**config.mk**
```make
export PLATFORM = sky130hd
export DESIGN_NAME = sm_operand_sequencer
export DESIGN_NICKNAME = d
export VERILOG_FILES = /design/src/rtl/sm_operand_sequencer_pkg.sv /design/src/rtl/sm_operand_fifo.sv /design/src/rtl/sm_operand_sequencer.sv
export SDC_FILE = /design/constraint.sdc
export NUM_CORES = 1
export LEC_CHECK = 0
export CAP_MARGIN = 5
export CORE_AREA = 5 5 81 83
export DETAILED_ROUTE_END_ITERATION = 8
export DIE_AREA = 0 0 86 88
export PLACE_DENSITY = 0.88
export SKIP_CTS_REPAIR_TIMING = 1
export SLEW_MARGIN = 30
export SYNTH_ARGS = -nofsm -noshare
export SYNTH_HDL_FRONTEND = slang
export SYNTH_SLANG_ARGS = --single-unit
```
**constraint.sdc**
```tcl
create_clock -name clk -period 2.8 [get_ports clk]
set_input_delay 0.56 -clock clk [delete_from_list [all_inputs] [get_ports clk]]
set_output_delay 0.56 -clock clk [all_outputs]
set_load 0.02 [all_outputs]
```
**src/rtl/sm_operand_sequencer_pkg.sv**
```systemverilog
`default_nettype none
// ============================================================================
//  Module      : sm_operand_sequencer_pkg
//  Description : Shared types and constants for the operand sequencer.
//                Holds the FSM state encoding, the default FIFO depth, the
//                default multiplier latency and the datapath widths.
//  Revision    : 1.0 - initial release
// ============================================================================
package sm_operand_sequencer_pkg;

  localparam int DEFAULT_DEPTH       = 4;
  localparam int DEFAULT_MUL_LATENCY = 10;
  localparam int OPND_W              = 4;
  localparam int PROD_W              = 2 * OPND_W;
  localparam int PAIR_W              = 2 * OPND_W;

  typedef enum logic [1:0] {
    ST_IDLE  = 2'd0,
    ST_START = 2'd1,
    ST_WAIT  = 2'd2,
    ST_HOLD  = 2'd3
  } state_e;

endpackage : sm_operand_sequencer_pkg
`default_nettype wire

```
**src/rtl/sm_operand_fifo.sv**
```systemverilog
`default_nettype none
// ============================================================================
//  Module      : sm_operand_fifo
//  Description : Small synchronous FIFO for packed operand pairs.
//                Read data is the head entry, valid whenever empty_o is low.
//                Pushes while full and pops while empty are ignored.
//  Ports       : clk, rst          - clock, asynchronous active-high reset
//                push_i/push_data_i - write strobe and data
//                pop_i/pop_data_o   - read strobe and head data
//                full_o, empty_o    - status flags derived from the count
//                count_o            - number of stored entries (0..DEPTH)
//  Revision    : 1.0 - initial release
// ============================================================================
module sm_operand_fifo #(
  parameter int DEPTH  = 4,
  parameter int DATA_W = 8
) (
  input  logic                       clk,
  input  logic                       rst,
  input  logic                       push_i,
  input  logic [DATA_W-1:0]          push_data_i,
  input  logic                       pop_i,
  output logic [DATA_W-1:0]          pop_data_o,
  output logic                       full_o,
  output logic                       empty_o,
  output logic [$clog2(DEPTH):0]     count_o
);

  localparam int PTR_W = $clog2(DEPTH);
  localparam int CNT_W = PTR_W + 1;

  logic [DATA_W-1:0] mem_q [DEPTH];
  logic [PTR_W-1:0]  wr_ptr_q;
  logic [PTR_W-1:0]  rd_ptr_q;
  logic [CNT_W-1:0]  count_q;
  logic              do_push;
  logic              do_pop;

  assign full_o     = (count_q == CNT_W'(DEPTH));
  assign empty_o    = (count_q == '0);
  assign count_o    = count_q;
  assign pop_data_o = mem_q[rd_ptr_q];

  // No bypass path: a push into a full FIFO is dropped even if a pop
  // happens in the same cycle.
  assign do_push = push_i && !full_o;
  assign do_pop  = pop_i && !empty_o;

  always_ff @(posedge clk) begin
    if (do_push) begin
      mem_q[wr_ptr_q] <= push_data_i;
    end
  end

  // DEPTH is a power of two, so the pointers wrap naturally.
  always_ff @(posedge clk or posedge rst) begin
    if (rst) begin
      wr_ptr_q <= '0;
      rd_ptr_q <= '0;
      count_q  <= '0;
    end else begin
      if (do_push) begin
        wr_ptr_q <= wr_ptr_q + PTR_W'(1);
      end
      if (do_pop) begin
        rd_ptr_q <= rd_ptr_q + PTR_W'(1);
      end
      case ({do_push, do_pop})
        2'b10:   count_q <= count_q + CNT_W'(1);
        2'b01:   count_q <= count_q - CNT_W'(1);
        default: count_q <= count_q;
      endcase
    end
  end

endmodule : sm_operand_fifo
`default_nettype wire

```
**src/rtl/sm_operand_sequencer.sv**
```systemverilog
`default_nettype none
// ============================================================================
//  Module      : sm_operand_sequencer
//  Description : Queues operand pairs and feeds them one at a time to a
//                fixed-latency multiplier, then presents each product with
//                its operands on a valid/ready result interface.
//  Ports       : clk, rst                 - clock, asynchronous active-high reset
//                in_valid/in_ready        - operand pair handshake
//                in_a, in_b               - operand pair
//                start                    - one-cycle pulse to the multiplier
//                multiplier, multiplicand - operands held for the multiplier
//                product                  - multiplier result
//                res_valid/res_ready      - result handshake
//                res_product, res_a, res_b- captured result and its operands
//                busy                     - work queued or in flight
//  Revision    : 1.0 - initial release
// ============================================================================
module sm_operand_sequencer
  import sm_operand_sequencer_pkg::*;
#(
  parameter int DEPTH       = DEFAULT_DEPTH,
  parameter int MUL_LATENCY = DEFAULT_MUL_LATENCY
) (
  input  logic              clk,
  input  logic              rst,
  input  logic              in_valid,
  output logic              in_ready,
  input  logic [OPND_W-1:0] in_a,
  input  logic [OPND_W-1:0] in_b,
  output logic              start,
  output logic [OPND_W-1:0] multiplier,
  output logic [OPND_W-1:0] multiplicand,
  input  logic [PROD_W-1:0] product,
  output logic              res_valid,
  input  logic              res_ready,
  output logic [PROD_W-1:0] res_product,
  output logic [OPND_W-1:0] res_a,
  output logic [OPND_W-1:0] res_b,
  output logic              busy
);

  localparam int CNT_W  = $clog2(MUL_LATENCY + 1);
  localparam int FCNT_W = $clog2(DEPTH) + 1;

  state_e            state_q;
  state_e            state_d;
  logic [CNT_W-1:0]  wait_cnt_q;
  logic [OPND_W-1:0] op_a_q;
  logic [OPND_W-1:0] op_b_q;
  logic [PROD_W-1:0] res_prod_q;
  logic [OPND_W-1:0] res_a_q;
  logic [OPND_W-1:0] res_b_q;
  logic              res_valid_q;

  logic              fifo_full;
  logic              fifo_empty;
  logic [FCNT_W-1:0] fifo_count;
  logic [PAIR_W-1:0] fifo_rdata;
  logic              fifo_push;

  logic              pop_en;
  logic              capture_en;
  logic              wait_last;

  // --------------------------------------------------------------------------
  // Operand queue
  // --------------------------------------------------------------------------
  assign in_ready  = !fifo_full;
  assign fifo_push = in_valid && in_ready;

  sm_operand_fifo #(
    .DEPTH  (DEPTH),
    .DATA_W (PAIR_W)
  ) u_fifo (
    .clk         (clk),
    .rst         (rst),
    .push_i      (fifo_push),
    .push_data_i ({in_a, in_b}),
    .pop_i       (pop_en),
    .pop_data_o  (fifo_rdata),
    .full_o      (fifo_full),
    .empty_o     (fifo_empty),
    .count_o     (fifo_count)
  );

  // Counter reaches 1 in the cycle the multiplier output becomes valid.
  assign wait_last = (wait_cnt_q == CNT_W'(1));

  // --------------------------------------------------------------------------
  // FSM: state register
  // --------------------------------------------------------------------------
  always_ff @(posedge clk or posedge rst) begin
    if (rst) begin
      state_q <= ST_IDLE;
    end else begin
      state_q <= state_d;
    end
  end

  // --------------------------------------------------------------------------
  // FSM: next state
  // --------------------------------------------------------------------------
  always_comb begin
    state_d = state_q;
    case (state_q)
      ST_IDLE:  if (!fifo_empty) state_d = ST_START;
      ST_START: state_d = ST_WAIT;
      ST_WAIT:  if (wait_last) state_d = ST_HOLD;
      ST_HOLD:  if (res_ready) state_d = ST_IDLE;
      default:  state_d = ST_IDLE;
    endcase
  end

  // --------------------------------------------------------------------------
  // FSM: outputs
  // --------------------------------------------------------------------------
  always_comb begin
    start      = 1'b0;
    pop_en     = 1'b0;
    capture_en = 1'b0;
    case (state_q)
      ST_IDLE:  pop_en     = !fifo_empty;
      ST_START: start      = 1'b1;
      ST_WAIT:  capture_en = wait_last;
      default:  ;
    endcase
  end

  // --------------------------------------------------------------------------
  // Datapath: wait counter, operand and result registers
  // --------------------------------------------------------------------------
  always_ff @(posedge clk or posedge rst) begin
    if (rst) begin
      wait_cnt_q  <= '0;
      op_a_q      <= '0;
      op_b_q      <= '0;
      res_prod_q  <= '0;
      res_a_q     <= '0;
      res_b_q     <= '0;
      res_valid_q <= 1'b0;
    end else begin
      if (start) begin
        wait_cnt_q <= CNT_W'(MUL_LATENCY);
      end else if (state_q == ST_WAIT) begin
        wait_cnt_q <= wait_cnt_q - CNT_W'(1);
      end

      // Operands only change on a pop in IDLE, so they are stable for the
      // whole START/WAIT window the multiplier depends on.
      if (pop_en) begin
        {op_a_q, op_b_q} <= fifo_rdata;
      end

      if (capture_en) begin
        res_prod_q  <= product;
        res_a_q     <= op_a_q;
        res_b_q     <= op_b_q;
        res_valid_q <= 1'b1;
      end else if (res_valid_q && res_ready) begin
        res_valid_q <= 1'b0;
      end
    end
  end

  assign multiplier   = op_a_q;
  assign multiplicand = op_b_q;
  assign res_valid    = res_valid_q;
  assign res_product  = res_prod_q;
  assign res_a        = res_a_q;
  assign res_b        = res_b_q;
  assign busy         = (state_q != ST_IDLE) || (fifo_count != '0);

endmodule : sm_operand_sequencer
`default_nettype wire

```
==> results of run 1 <==
-- metrics by stage --
stage	hold slack [ns]	setup WS, ns	instance area [um^2]	std cells	total power, W
2_1_floorplan	0.458	0.586	2920	188	0.00280
3_3_place_gp	0.462	0.465	3480	308	0.00335
3_5_place_dp	0.474	0.416	3480	308	0.00343
4_1_cts	0.490	0.0568	3680	324	0.00428
5_1_grt	0.524	0.306	3680	324	0.00451
6_report	0.487	0.408	3680	324	0.00423
-- logic make-up after synthesis --
family | share of synthesized area, %
fa+ha+maj | 5.82
buf+inv | 2.74
mux | 13.7
compound gates | 3.68
flops | 65.4
xor+xnor | 1.80
simple gates | 6.81
-- flip-flops by register name (all words and copies together), names as in the netlist, 2 cells and up --
signal and flops:
multiplicand 4, wait_cnt_q 4, multiplier 4, u_fifo.count_o 3
state_q 2, res_product 8, u_fifo.rd_ptr_q 2, res_a 4
res_b 4, u_fifo.mem_q 32, u_fifo.wr_ptr_q 2
-- power groups by stage --
stage / logic [W] / clock network, W / registers, W
2_1_floorplan: 0.000960 / 0 / 0.00184
3_3_place_gp: 0.00162 / 0 / 0.00173
3_5_place_dp: 0.00168 / 0 / 0.00175
4_1_cts: 0.00169 / 0.000855 / 0.00174
5_1_grt: 0.00181 / 0.000902 / 0.00179
6_report: 0.00166 / 0.000837 / 0.00173
-- cells in the final DEF (no fill, tap or decap), drive strengths merged, types with 3 or more instances in the layout --
cell	count
clkbuf	11
nand2	28
edfxtp	32
mux2	18
clkinv	3
xnor2	4
o21ai	6
ha	12
inv	15
and3	4
mux4	8
clkdlybuf4s50	46
dfrtp	38
-- routing by layer --
metal  routed length [um]  GRT usage [%]
met1                 2210           18.5
met2                 2430           24.4
met3                  276           3.86
met4                   72           6.19
met5                    0              0
-- worst min path at each step --
stage | startpoint | endpoint | slack, ns | depth (start not counted)
final | res_valid | res_valid | 0.49 | 1
after global routing | res_a[3] | res_a[3] | 0.52 | 1
after CTS | res_valid | res_valid | 0.49 | 1
after detailed placement | res_valid | res_valid | 0.47 | 1
after global placement | res_valid | res_valid | 0.46 | 1
after floorplan | wait_cnt_q[3] | wait_cnt_q[3] | 0.46 | 1
-- critical path: stages (launching register included) --
cell            delay (ns)
dfrtp_1               0.42
inv_1                 0.12
ha_1                  0.23
or4b_4                0.50
dlymetal6s2s_1        0.23
-- final cells by class --
type | instances | area, um^2 | share of cell area (%)
clock buffers | 11 | 131 | 3.57
clock inverters | 5 | 73.8 | 2.00
inverters | 15 | 56.3 | 1.53
multi-input cells | 99 | 930 | 25.2
flip-flops and latches | 70 | 1910 | 51.9
well taps | 75 | 93.8 | 2.55
repair buffers | 49 | 488 | 13.2
==> results.md, run 1 <==
- Yosys top cell area share: 32.9%
- Seq pwr share: 40.9%
- FF+latch count, synth: 70
- Antenna fix cells: 0
- Clock Latency Late Sink: approximately 0.33 ns
- Worst hold-check path type: flip-flop to flip-flop
- Vias/cell: 5.10
- Clock Tree Root: clkbuf_8
- Post-synth EDFFs: 32
- Average wire per standard cell: 15.4 um
- Kind of critical path: flip-flop to output port
- Largest net degree at the start of global routing: 39
- Detail Route Antenna Nets: 0
- HPWL after detailed placement: 3.61 mm
- # DRC: 0
- Sw frac: between 30% and 40%
- Yosys warnings: 0
- Maximum clock path buffer count: 2
- Pwr Density: 1150 nW/um^2
- Total die area: between 7000 and 8000 um^2
- Post-synth net total: 221
- H-tree depth: 3
- Total wire length: 5.00 mm
- Post-layout net count: 277
- Max transition margin: 60.4%
- Drt pass-1 iters: 4
- Asr flop ratio synth: 54.3%
- Total track usage: 14.7%
- Num CTS Buffers: 9
- Critical Path Start Type: flip-flop
- Synth area leaders: edfxtp_1, dfrtp_1, mux2_2
- Primary FF master, synth: dfrtp_1
- CP arrival: 1.83 ns
- Filler Cell Count: 419
- Slew @ Worst Pin: 0.594 ns
- Synth area leader: edfxtp_1
- Max-slew violations: 0
- Final setup vio count: 0
- Synth top cells by count: dfrtp_1, edfxtp_1, nand2_1
- Util after Layout: 63.7%
- Syn_area_per_cell: ~16 um^2
- Leakage: around 1.6 nW
- Part of the cycle the worst path needs: between 80% and 90%
- Starting Density: about half
- RR Endpoint: u_fifo.count_o[2]
- GR Overflow Total: 0
- Clk sink count: 70
- RSZ-0062 raised after global routing: false
- Cell row count: 28
- Final Hold Fails: 0
- Cell variety after synth: 32
- R2R Path Start: u_fifo.count_o[0]
- Core ar.: 5780 um^2
- Max-cap violations: 0
- Net switching power: 0.00142 W
- Post-Synthesis Cells: around 190
- Proportion of layout cells with a drive suffix above 1: 19.3%
- CP Capture Point: busy
- Vias in the first global route: 1,701
- Via count: roughly 1,700
- Crit path launch: state_q[0]
- Io pins: 48
- Reg-to-reg setup timing slack: 0.52 ns
- Maximum vdd drop: 0.652 mV
- Skew final: 0.00775 ns
- First-pass GRT wire length: roughly 8.4 mm
- Post-route setup TNS: 0 ns
- Die width: 86 um
- Fmax: 0.418 GHz
- Crit end category: output port
- Clock power share: 19.8%
- Initial antenna violation count: 0
- Crit-path max FO: 4
- Int Pwr: 0.00280 W
- R2R depth: 9
- Required @ worst endpoint: approximately 2.2 ns
- Top-count cell post-synth: dfrtp_1
- Layout area overhead: 26.1%
- Post-Syn Area: 2920 um^2
- First-iteration detailed-routing DRC count: around 100
- Number of port buffers: 47
- GPL Wtd Cong: 0.712
- Clock slew at reported path FFs: 0.07 ns
- Final worst path period need: 2.39 ns
- Status: finished clean
- Die height: 88 um
- CTS tree: built
- Register area share after synthesis: 65.4%
- Logic pwr share: between 30% and 40%
(Power assumes the default switching activity.)
==> run 2, diff against run 1 <==
GPL_TIMING_DRIVEN = 0   (was default)
==> run 2 against run 1 <==
Effect of this change:
- first-iteration DRC count decreased by 50%
- utilization increased by 0.28 points
- global-route usage decreased by 0.18 points
- via count decreased by 2.0%
- clock skew decreased by 0.0018 ns
- critical path depth unchanged
- worst setup slack got worse by 0.31 ns
- sequential cell count unchanged
- critical path type unchanged
- highest routed layer unchanged
==> results.md, run 2 (synthesized netlist as in run 1, its figures left out) <==
- Highest-count cells in the layout ignoring fill and taps: clkdlybuf4s50_1, dfrtp_1, edfxtp_1, nand2_1, mux2_2
- Final hold slack: between 0.4 and 0.5 ns
- Cell row count: 28
- Required @ worst endpoint: 2.24 ns
- Met2 wire len: 2.31 mm
- # DRC: 0
- Core ar.: between 5000 and 6000 um^2
- Reg-to-reg setup timing slack: just under 0.5 ns
- Filler Cell Count: 436
- Leakage: 1.57 nW
- Die height: 88 um
- Max-cap violations: 0
- Layout area overhead: 26.7%
- HPWL after detailed placement: 3.57 mm
- Via count: 1,621
- Initial antenna violation count: 0
- Clock slew at reported path FFs: ~0.070 ns
- Number of port buffers: 47
- Total wire length: 5.05 mm
- Num CTS Buffers: 9
- Clk sink count: 70
- H-tree depth: 3
- Kind of critical path: flip-flop to output port
- Clock Latency Late Sink: 0.34 ns
- Setup ws final: around 0.10 ns
- Slew @ Worst Pin: 0.758 ns
- Proportion of layout cells with a drive suffix above 1: around 21%
- Post-route setup TNS: 0 ns
- Critical Path Start Type: flip-flop
- CP arrival: approximately 2.1 ns
- Vias in the first global route: between 1,500 and 2,000
- Max reg flops: 32
- Final setup vio count: 0
- Post-Place Setup Slack: roughly 0.38 ns
- CTS tree: built
- Max transition margin: 49.4%
- Post-layout net count: roughly 280
- Pwr Density: 1140 nW/um^2
- Io pins: 48
- Die width: 86 um
- Max-slew violations: 0
- Metal3 WL: 395 um
- Fmax: 0.371 GHz
- Pwr Total: ~0.0042 W
- Maximum clock path buffer count: 2
- Detail Route Antenna Nets: 0
- Post-route cell area: 3700 um^2
- Crit-path max FO: 4
- First-pass GRT wire length: between 8 and 9 mm
- Skew final: 0.00592 ns
- Final Hold Fails: 0
- Wl on met1: 2.23 mm
- Part of the cycle the worst path needs: 96.4%
- Vias/cell: 4.97
- Clock Tree Root: clkbuf_8
- Maximum vdd drop: 0.739 mV
- Drt pass-1 iters: 4
- Final worst path period need: about 2.7 ns
- Total die area: 7570 um^2
- Crit end category: output port
- Total track usage: 14.6%
- Antenna fix cells: 0
- Worst hold-check path type: flip-flop to flip-flop
- Top Metal Used: met4
- Most common cell after layout, fill and taps aside: clkdlybuf4s50_1
- Area post-placement: 3490 um^2
- Average wire per standard cell: 15.5 um
- Starting Density: around half
- Reg with most FFs: u_fifo.mem_q
- Status: finished clean
- Largest net degree at the start of global routing: 39
- GR Overflow Total: 0
- GPL Wtd Cong: 0.715
- RSZ-0062 raised after global routing: false
- First-iteration detailed-routing DRC count: 51
run 2: cell types whose count changed in the layout (fill, tap and decap cells not counted):
cell	change
buf_2	+1
bufinv_16	-2
clkbuf_16	+2
clkbuf_8	+2
clkdlybuf4s50_1	+1
clkinv_1	-1
dlymetal6s2s_1	-1
inv_1	-1
inv_2	+1
run 2: per-stage QoR:
step / util (%) / cells
CTS: 64.0 / 326
floorplan: - / 188
global placement: 60.3 / 310
global route: 64.0 / 326
finish: 64.0 / 326
detailed placement: 60.3 / 310
run 2: final timing paths:
path | start | endpoint | depth (start not counted)
max | state_q[1] | busy | 4
min | res_valid | res_valid | 1
max reg2reg | u_fifo.count_o[0] | u_fifo.count_o[2] | 9
min reg2reg | res_valid | res_valid | 1
max in group asynchronous | rst | res_product[5] | 2
min in group asynchronous | rst | res_a[3] | 2
run 2: worst max-delay path, cell delays in order (launching register included):
cell and delay, ns:
dfrtp_1 0.42, inv_1 0.11, ha_1 0.22, or4b_4 0.50
clkdlybuf4s50_1 0.55
run 2: where the power goes:
group          internal [W]  leakage, nW  switching (W)
logic              0.000871        0.686       0.000861
registers           0.00145        0.770       0.000219
clock network      0.000476        0.113       0.000354
total               0.00280         1.57        0.00143
run 2: area by class of cell:
class	count	area [um^2]	share of cell area [%]
sequential	70	1910	51.7
multi-input combinational	99	930	25.1
timing repair buffer	47	470	12.7
clock buffer	14	205	5.54
tap	75	93.8	2.54
inverter	15	56.3	1.52
buffer	4	23.8	0.642
clock inverter	2	10.0	0.270
run 2: layer usage:
metal | GRT usage (%) | vias to the layer above
met4 | 7.19 | 0
li1 | - | 783
met2 | 22.3 | 60
met5 | 0 | -
met3 | 5.55 | 9
met1 | 18.2 | 769
==> run 3, diff against run 2 <==
CTS_BUF_LIST = sky130_fd_sc_hd__clkbuf_4 sky130_fd_sc_hd__clkbuf_8 sky130_fd_sc_hd__clkbuf_16   (was default)
==> run 3 against run 2 <==
Effect of this change:
- routed wire length about the same
- combinational power about the same
- clock skew decreased by 0.00080 ns
- worst hold slack about the same
- maximum frequency about the same
- cell count unchanged
- register-to-register slack about the same
- sequential cell count unchanged
- via count decreased by 0.25%
- critical path depth unchanged
- sequential power about the same
- non-clock buffer count unchanged
- critical path type unchanged
==> results.md, run 3 (synthesized netlist as in run 1, its figures left out) <==
- Slowest CP cell: clkdlybuf4s50_1
- Required @ worst endpoint: 2.24 ns
- WP depth: 4
- Skew final: 0.00513 ns
- Status: finished clean
- CP Capture Point: busy
- Max-cap violations: 0
- Post-route setup TNS: 0 ns
- Highest-count cells in the layout ignoring fill and taps: clkdlybuf4s50_1, dfrtp_1, edfxtp_1, nand2_1, mux2_2
- Maximum vdd drop: 0.736 mV
- Die width: 86 um
- GPL Wtd Cong: 0.715
- GR Overflow Total: 0
- HPWL after detailed placement: 3.57 mm
- Crit end category: output port
- Reg-to-reg setup timing slack: around 0.5 ns
- Kind of critical path: flip-flop to output port
- R2R depth: 9
- Clock Latency Late Sink: between 0.3 and 0.4 ns
- Antenna fix cells: 0
- Net switching power: 0.00143 W
- Final setup vio count: 0
- Seq pwr share: about two fifths
- Reg with most FFs: u_fifo.mem_q
- Fmax: 0.370 GHz
- Largest net degree at the start of global routing: 39
- CTS tree: built
- Pwr Total: 0.00424 W
- H-tree depth: 3
- Cell row count: 28
- Clock Tree Root: clkbuf_8
- Core ar.: 5780 um^2
- Pwr Density: 1140 nW/um^2
- Clock slew at reported path FFs: 0.07 ns
- Most common cell after layout, fill and taps aside: clkdlybuf4s50_1
- Sw frac: 33.8%
- Max reg flops: 32
- CP arrival: roughly 2.1 ns
- Crit-path max FO: 4
- Layout area overhead: 26.8%
- Finished Layout Cells: 326
- Slowest stage delay, CP: 0.55 ns
- Detail Route Antenna Nets: 0
- Starting Density: approximately 51%
- Critical Path Start Type: flip-flop
- Clock power share: 19.8%
- First-pass GRT wire length: just over 8 mm
- Total die area: 7570 um^2
- Final Hold Fails: 0
- # DRC: 0
- Int Pwr: 0.00280 W
- Maximum clock path buffer count: 2
- RR Endpoint: u_fifo.count_o[2]
- Via count: between 1,500 and 2,000
- Num CTS Buffers: 9
- Cell Chain, Critical Path: inv_1 > ha_1 > or4b_4 > clkdlybuf4s50_1
- Number of port buffers: 47
- Worst hold-check path type: flip-flop to flip-flop
- Logic pwr share: 40.9%
- Max-slew violations: 0
- Family with the most delay on the worst path: buffers and inverters
- Filler Cell Count: 435
- Part of the cycle the worst path needs: 96.4%
- Total wire length: 5.05 mm
- CP bufs+invs: 2
- Leakage: 1.57 nW
- Drt pass-1 iters: 4
- Average wire per standard cell: 15.5 um
- Slew @ Worst Pin: 0.758 ns
- RSZ-0062 raised after global routing: false
- Vias/cell: 4.96
- First-iteration detailed-routing DRC count: 50
- Total track usage: 14.6%
- Clk sink count: 70
- Crit path launch: state_q[1]
- Placed insts: 310
- Proportion of layout cells with a drive suffix above 1: between 20% and 30%
- Max transition margin: 49.4%
- Final worst path period need: 2.70 ns
- R2R Path Start: u_fifo.count_o[0]
- Io pins: 48
- Post-layout net count: ~280
- Vias in the first global route: 1,697
- Initial antenna violation count: 0
- Die height: 88 um
## run 3: how the worst min path moves through the flow
stage                        startpoint       endpoint  depth (start not counted)
final                         res_valid      res_valid                          1
after global routing          res_valid      res_valid                          1
after CTS                     res_valid      res_valid                          1
after detailed placement      res_valid      res_valid                          1
after global placement        res_valid      res_valid                          1
after floorplan           wait_cnt_q[3]  wait_cnt_q[3]                          1
## run 3: worst register-to-register path, cell delays in order (launching register included)
cell	delay [ns]
dfrtp_1	0.46
or3b_4	0.46
and2_4	0.19
inv_1	0.05
ha_1	0.16
inv_1	0.06
fa_1	0.40
xor2_1	0.17
nor2_1	0.12
xor2_1	0.15
## run 3: final cells by class
cell class	count	area [um^2]	area share, %
plain buffers	4	23.8	0.642
multi-input cells	99	930	25.1
inverters	15	56.3	1.52
repair buffers	47	470	12.7
clock inverters	2	10.0	0.270
clock buffers	14	209	5.64
flip-flops and latches	70	1910	51.6
well taps	75	93.8	2.53
## run 3: metrics by stage
step	hold slack [ns]	utilization [%]	setup WS, ns	cell area (um^2)
CTS	0.482	64.1	0.0750	3700
finish	0.475	64.1	0.100	3700
global placement	0.461	60.3	0.437	3490
detailed placement	0.466	60.3	0.382	3490
floorplan	0.458	-	0.586	2920
global route	0.501	64.1	0.00624	3700
## run 3: metal layers
layer	wire length [um]	part of all wire [%]	GRT usage, %	vias to the layer above
met1	2230	44	18.2	769
met4	114	2.3	7.19	0
met2	2320	46	22.3	56
met5	0	0	0	-
met3	388	7.7	5.55	9
li1	-	-	-	783
## run 3: power groups by stage
stage                     Sequential, W  Combinational [W]  Clock [W]
after floorplan                 0.00184           0.000960          0
after global placement          0.00166            0.00169          0
after detailed placement        0.00169            0.00176          0
after CTS                       0.00167            0.00176   0.000860
after global routing            0.00171            0.00189   0.000904
final                           0.00167            0.00173   0.000838
==> edit 1, RTL diff (config.mk and constraints of run 2) <==
`OPND_W`: 4 -> 3.
--- a/src/rtl/sm_operand_sequencer_pkg.sv
+++ b/src/rtl/sm_operand_sequencer_pkg.sv
@@ -10,7 +10,7 @@
 
   localparam int DEFAULT_DEPTH       = 4;
   localparam int DEFAULT_MUL_LATENCY = 10;
-  localparam int OPND_W              = 4;
+  localparam int OPND_W              = 3;
   localparam int PROD_W              = 2 * OPND_W;
   localparam int PAIR_W              = 2 * OPND_W;
 
Ports: changed (8 resized); port bits go from 48 to 38. No check against the original RTL was run, so the function may have changed too.
==> edit 1 against run 2 <==
Combinational power down 21%. Hold slack better by 0.031 ns. Sequential cell count down 14. Cell area down 20%. Total power down 26%. Synthesized area down 18%. Sequential share of layout area down 0.17 points. Routed wire length down 21%. Setup slack better by 0.069 ns.
==> edit 1: results (changes against run 2) <==
Final layout
  – Layout net count: 237 (-15%)
  – Max reg flops: 24 (-25%)
  – Layout cells sized above 1: 18.2% (-2.5 points)

Routing
  – First DRT Iteration DRCs: 44 (-14%)
  – Via-to-Cell Ratio: 4.77 (-4.0%)
  – Vias: 1,355 (-16%)
  – WL met1: 1770 um (-21%)
  – Wire length on met3: 247 um (-37%)
  – Met2 WL post-DR: 1960 um (-15%)
  – Routed WL: 4000 um (-21%)

Synth
  – Compound-gate portion of the synthesized area: 3.81% (+0.12 points)
  – Synthesis warning total: 0 (unchanged)
  – Ys async rst share: 57.1% (+2.9 points)
  – Top cells by area, synth: dfrtp_1 33%, edfxtp_1 30%, ha_1 6.3%, mux2_2 6.1%, mux4_2 5.6%
  – Post-synthesis mux area share: 12.4% (-1.3 points)
  – Post-synthesis sequential area ratio: 63.4% (-2.0 points)
  – Distinct cells, synth: 35 (+9.4%)
  – Most numerous cell types in the synthesized netlist: 32 x dfrtp_1, 24 x edfxtp_1, 20 x nand2_1
  – Post-synth EDFFs: 24 (-25%)
  – Adder-cell share of the synthesized area: 7.09% (+1.3 points)
  – Synthesized instance count: 164 (-13%)
  – Xor-xnor portion of the synthesized cell area: 2.19% (+0.39 points)
  – Synthesized Nets: 193 (-13%)

Placement
  – DP Wirelength: 2990 um (-16%)
  – # port buffers: 37 (-21%)
  – Placed instance area: 2860 um^2 (-18%)
  – Dpl ws: 0.416 ns (+0.0338 ns)
  – Final Wtd Congestion: 0.758 (+5.9%)
  – DP Cell Count: 276 (-11%)

Clock tree
  – H-tree depth: 2 (-1)
  – Clk_lat worst skew: 0.30 ns (-0.04 ns)
  – Clock buffer count from CTS: 5 (-4)
  – Reg clk slew, reported paths: 0.10 ns (+0.03 ns)

GRT
  – Global Route met2 Usage: 19.7% (-2.6 points)
  – First-pass GRT wire length: 6760 um (-17%)
  – Pin count of the biggest net entering global routing: 33 (-15%)
  – Met3 GRT Util: 3.20% (-2.4 points)
  – All-Layer GR Usage: 11.5% (-3.1 points)
  – M1 GR Usage: 14.0% (-4.2 points)

STA
  – Clock skew: 0.00367 ns (-0.00226 ns)
  – Worst Max-Slew Pin Slew: 0.660 ns (-0.0979 ns)
  – Tcrit/Tclk final: 93.9% (-2.5 points)

Power and ir drop
  – Max VDD drop: 0.000474 V (-36%)
  – Sw Ratio: 36.0% (+2.1 points)
  – LEAKAGE: 1.26 nW (-20%)

Critical path
  – Flop2flop setup slack: 0.55 ns (+0.06 ns)
  – Worst EP arrival: 2.07 ns (-0.07 ns)

Floorplan
  – Chip width: 86 um (unchanged)

Outcome
  – Status: complete, no violations
## edit 1: cell types whose count changed after synthesis, moves of 2 or more
cell / before / now
dfrtp_1: 38 / 32
edfxtp_1: 32 / 24
inv_1: 14 / 17
mux4_2: 8 / 6
mux2_2: 16 / 13
nand2b_1: 2 / 0
nand2_1: 28 / 20
## edit 1: critical path, cell delays in order, from the launching register on
cell	delay (ns)
dfrtp_1	0.42
inv_1	0.12
ha_1	0.19
or4b_4	0.48
clkdlybuf4s50_1	0.56
## edit 1: power groups by stage
stage	registers [mW]	logic (mW)	clock network [mW]
2_1_floorplan	1.43	0.807	0
3_3_place_gp	1.32	1.33	0
3_5_place_dp	1.34	1.39	0
4_1_cts	1.32	1.40	0.457
5_1_grt	1.36	1.50	0.481
6_report	1.32	1.37	0.437
## edit 1: worst paths after layout
| kind | start | to | cells after the start |
|---|---|---|---|
| min reg2reg | res_valid | res_valid | 1 |
| max in group asynchronous | rst | u_fifo.wr_ptr_q[1] | 2 |
| min in group asynchronous | rst | res_product[5] | 2 |
| min | res_valid | res_valid | 1 |
| max reg2reg | u_fifo.count_o[1] | u_fifo.count_o[2] | 9 |
| max | state_q[0] | busy | 4 |
## edit 1: stage by stage
| step | util, % | hold slack (ns) |
|---|---|---|
| 6_report | 51.1 | 0.507 |
| 3_3_place_gp | 49.5 | 0.478 |
| 3_5_place_dp | 49.5 | 0.481 |
| 2_1_floorplan | - | 0.494 |
| 4_1_cts | 51.1 | 0.506 |
| 5_1_grt | 51.1 | 0.535 |
## edit 1: area by class of cell
class	count	area, um^2
Clock buffer	5	68.8
Multi-Input combinational cell	86	790
Clock inverter	3	23.8
Buffer	4	20.0
Inverter	18	67.6
Sequential cell	56	1520
Tap cell	75	93.8
Timing Repair Buffer	37	370
Fill cell	504	2830
==> edit 2, RTL diff (settings of run 2) <==
Without the edit above. Reset style: synchronous (`rst`), changed in 3 clocked blocks. Comments in the files are not updated.
--- a/src/rtl/sm_operand_fifo.sv
+++ b/src/rtl/sm_operand_fifo.sv
@@ -53,7 +53,7 @@
   end
 
   // DEPTH is a power of two, so the pointers wrap naturally.
-  always_ff @(posedge clk or posedge rst) begin
+  always_ff @(posedge clk) begin
     if (rst) begin
       wr_ptr_q <= '0;
       rd_ptr_q <= '0;
--- a/src/rtl/sm_operand_sequencer.sv
+++ b/src/rtl/sm_operand_sequencer.sv
@@ -89,7 +89,7 @@
   // --------------------------------------------------------------------------
   // FSM: state register
   // --------------------------------------------------------------------------
-  always_ff @(posedge clk or posedge rst) begin
+  always_ff @(posedge clk) begin
     if (rst) begin
       state_q <= ST_IDLE;
     end else begin
@@ -129,7 +129,7 @@
   // --------------------------------------------------------------------------
   // Datapath: wait counter, operand and result registers
   // --------------------------------------------------------------------------
-  always_ff @(posedge clk or posedge rst) begin
+  always_ff @(posedge clk) begin
     if (rst) begin
       wait_cnt_q  <= '0;
       op_a_q      <= '0;
Formal check against the unedited RTL: differs if rst is asserted again (counterexample within 4 cycles, from zero or initial values and one cycle with rst high); with rst held inactive, the same outputs for 10 cycles.
==> edit 2 against run 2 <==
Synthesized area is 2.4% lower. Largest cell class unchanged. Total power decreased by 23%. Setup slack gained 0.060 ns. Critical path depth increased by 6. Cell area is 1.1% lower. Combinational power is 49% lower. Critical endpoint is now u_fifo.count_o[2]. Routed wire length grew 15%. Sequential cell count did not move. Critical path type is now flip-flop to flip-flop.
==> edit 2: results (changes against run 2) <==
Outcome
  – Status: complete, no violations

Critical path
  – Worst EP arrival: 2.90 ns (+0.76 ns)
  – Crit-path max cell delay: 0.41 ns (-0.14 ns)
  – Worst path slowest cell: or3_2
  – Crit-path max FO: 10 (+6)
  – Crit. Startpoint: state_q[0]

Routing
  – Met2 WL post-DR: 3070 um (+33%)
  – Wire length on met3: 330 um (-16%)
  – Via-to-Cell Ratio: 5.16 (+3.7%)
  – Vias: 1,944 (+20%)
  – DR WL/cell: 15.4 um (-0.84%)
  – WL met1: 2320 um (+4.3%)
  – First DRT Iteration DRCs: 58 (+14%)

Synth
  – Xor-xnor portion of the synthesized cell area: 1.54% (-0.26 points)
  – Post-synthesis mux area share: 7.02% (-6.7 points)
  – Synthesized Nets: 274 (+24%)
  – Main synth FF type: dfxtp_1
  – Syn Area/Cell: 11.8 um^2 (-24%)
  – Compound-gate portion of the synthesized area: 8.56% (+4.9 points)
  – Post-synthesis sequential area ratio: 60.4% (-5.0 points)
  – Ys async rst share: 0% (-54 points)
  – Adder-cell share of the synthesized area: 5.97% (+0.15 points)
  – Distinct cells, synth: 40 (+25%)
  – Synthesis warning total: 0 (unchanged)
  – Most numerous cell types in the synthesized netlist: 52 x nand2_1, 38 x dfxtp_1, 32 x edfxtp_1
  – Top cells by area, synth: edfxtp_1 34%, dfxtp_1 27%, nand2_1 6.8%, mux4_2 6.3%, ha_1 5.3%

Final layout
  – Layout cells sized above 1: 13.2% (-7.5 points)
  – Layout net count: 330 (+18%)
  – # fillers: 444 (+1.8%)

Power and ir drop
  – Combinational Power: 0.886 mW (-49%)
  – Clk power: 1.03 mW (+24%)
  – Max VDD drop: 0.000538 V (-27%)
  – Int Pwr: 2.31 mW (-17%)
  – Sw Pwr: 0.927 mW (-35%)
  – LEAKAGE: 1.30 nW (-17%)

Placement
  – Final Wtd Congestion: 0.742 (+3.7%)
  – Placed instance area: 3390 um^2 (-2.6%)
  – DP Wirelength: 4160 um (+17%)
  – # port buffers: 45 (-4.3%)
  – DP Cell Count: 361 (+16%)
  – Dpl ws: 0.189 ns (-0.193 ns)

STA
  – Clock skew: 0.00888 ns (+0.00295 ns)
  – Max-slew headroom: 61.8% (+12 points)

Hold path
  – Tightest Hold Check Type: flip-flop to flip-flop

GRT
  – All-Layer GR Usage: 16.1% (+1.6 points)
  – Global Route met2 Usage: 28.7% (+6.4 points)
  – Pin count of the biggest net entering global routing: 13 (-67%)
  – Met3 GRT Util: 6.87% (+1.3 points)
  – First-pass GRT wire length: 9200 um (+13%)
  – Vias in the first global route: 1,936 (+14%)

Clock tree
  – Clock buffer count from CTS: 9 (unchanged)
[edit 2: worst max-delay path, delay by kind of cell (launching register included)]
kind	cells	cell delay, ns
fa+ha+maj	3	0.88
simple gates	1	0.41
flops	1	0.38
buf+inv	3	0.52
compound gates	2	0.24
xor+xnor	1	0.15
[edit 2: final timing paths]
kind | slack, ns | endpoint | cells past startpoint
worst max-delay path | 0.16 | u_fifo.count_o[2] | 10
worst min-delay path | 0.46 | res_product[2] | 2
worst max register to register | 0.16 | u_fifo.count_o[2] | 10
worst min register to register | 0.46 | res_product[2] | 2
[edit 2: final cells by class]
type,count,area [um^2],area share [%]
Sequential cell,70,1720,47.0
Multi-Input combinational cell,145,1010,27.7
Timing Repair Buffer,45,450,12.3
Clock inverter,7,136,3.73
Clock buffer,9,124,3.38
Tap cell,75,93.8,2.56
Buffer,14,76.3,2.08
Inverter,12,45.0,1.23
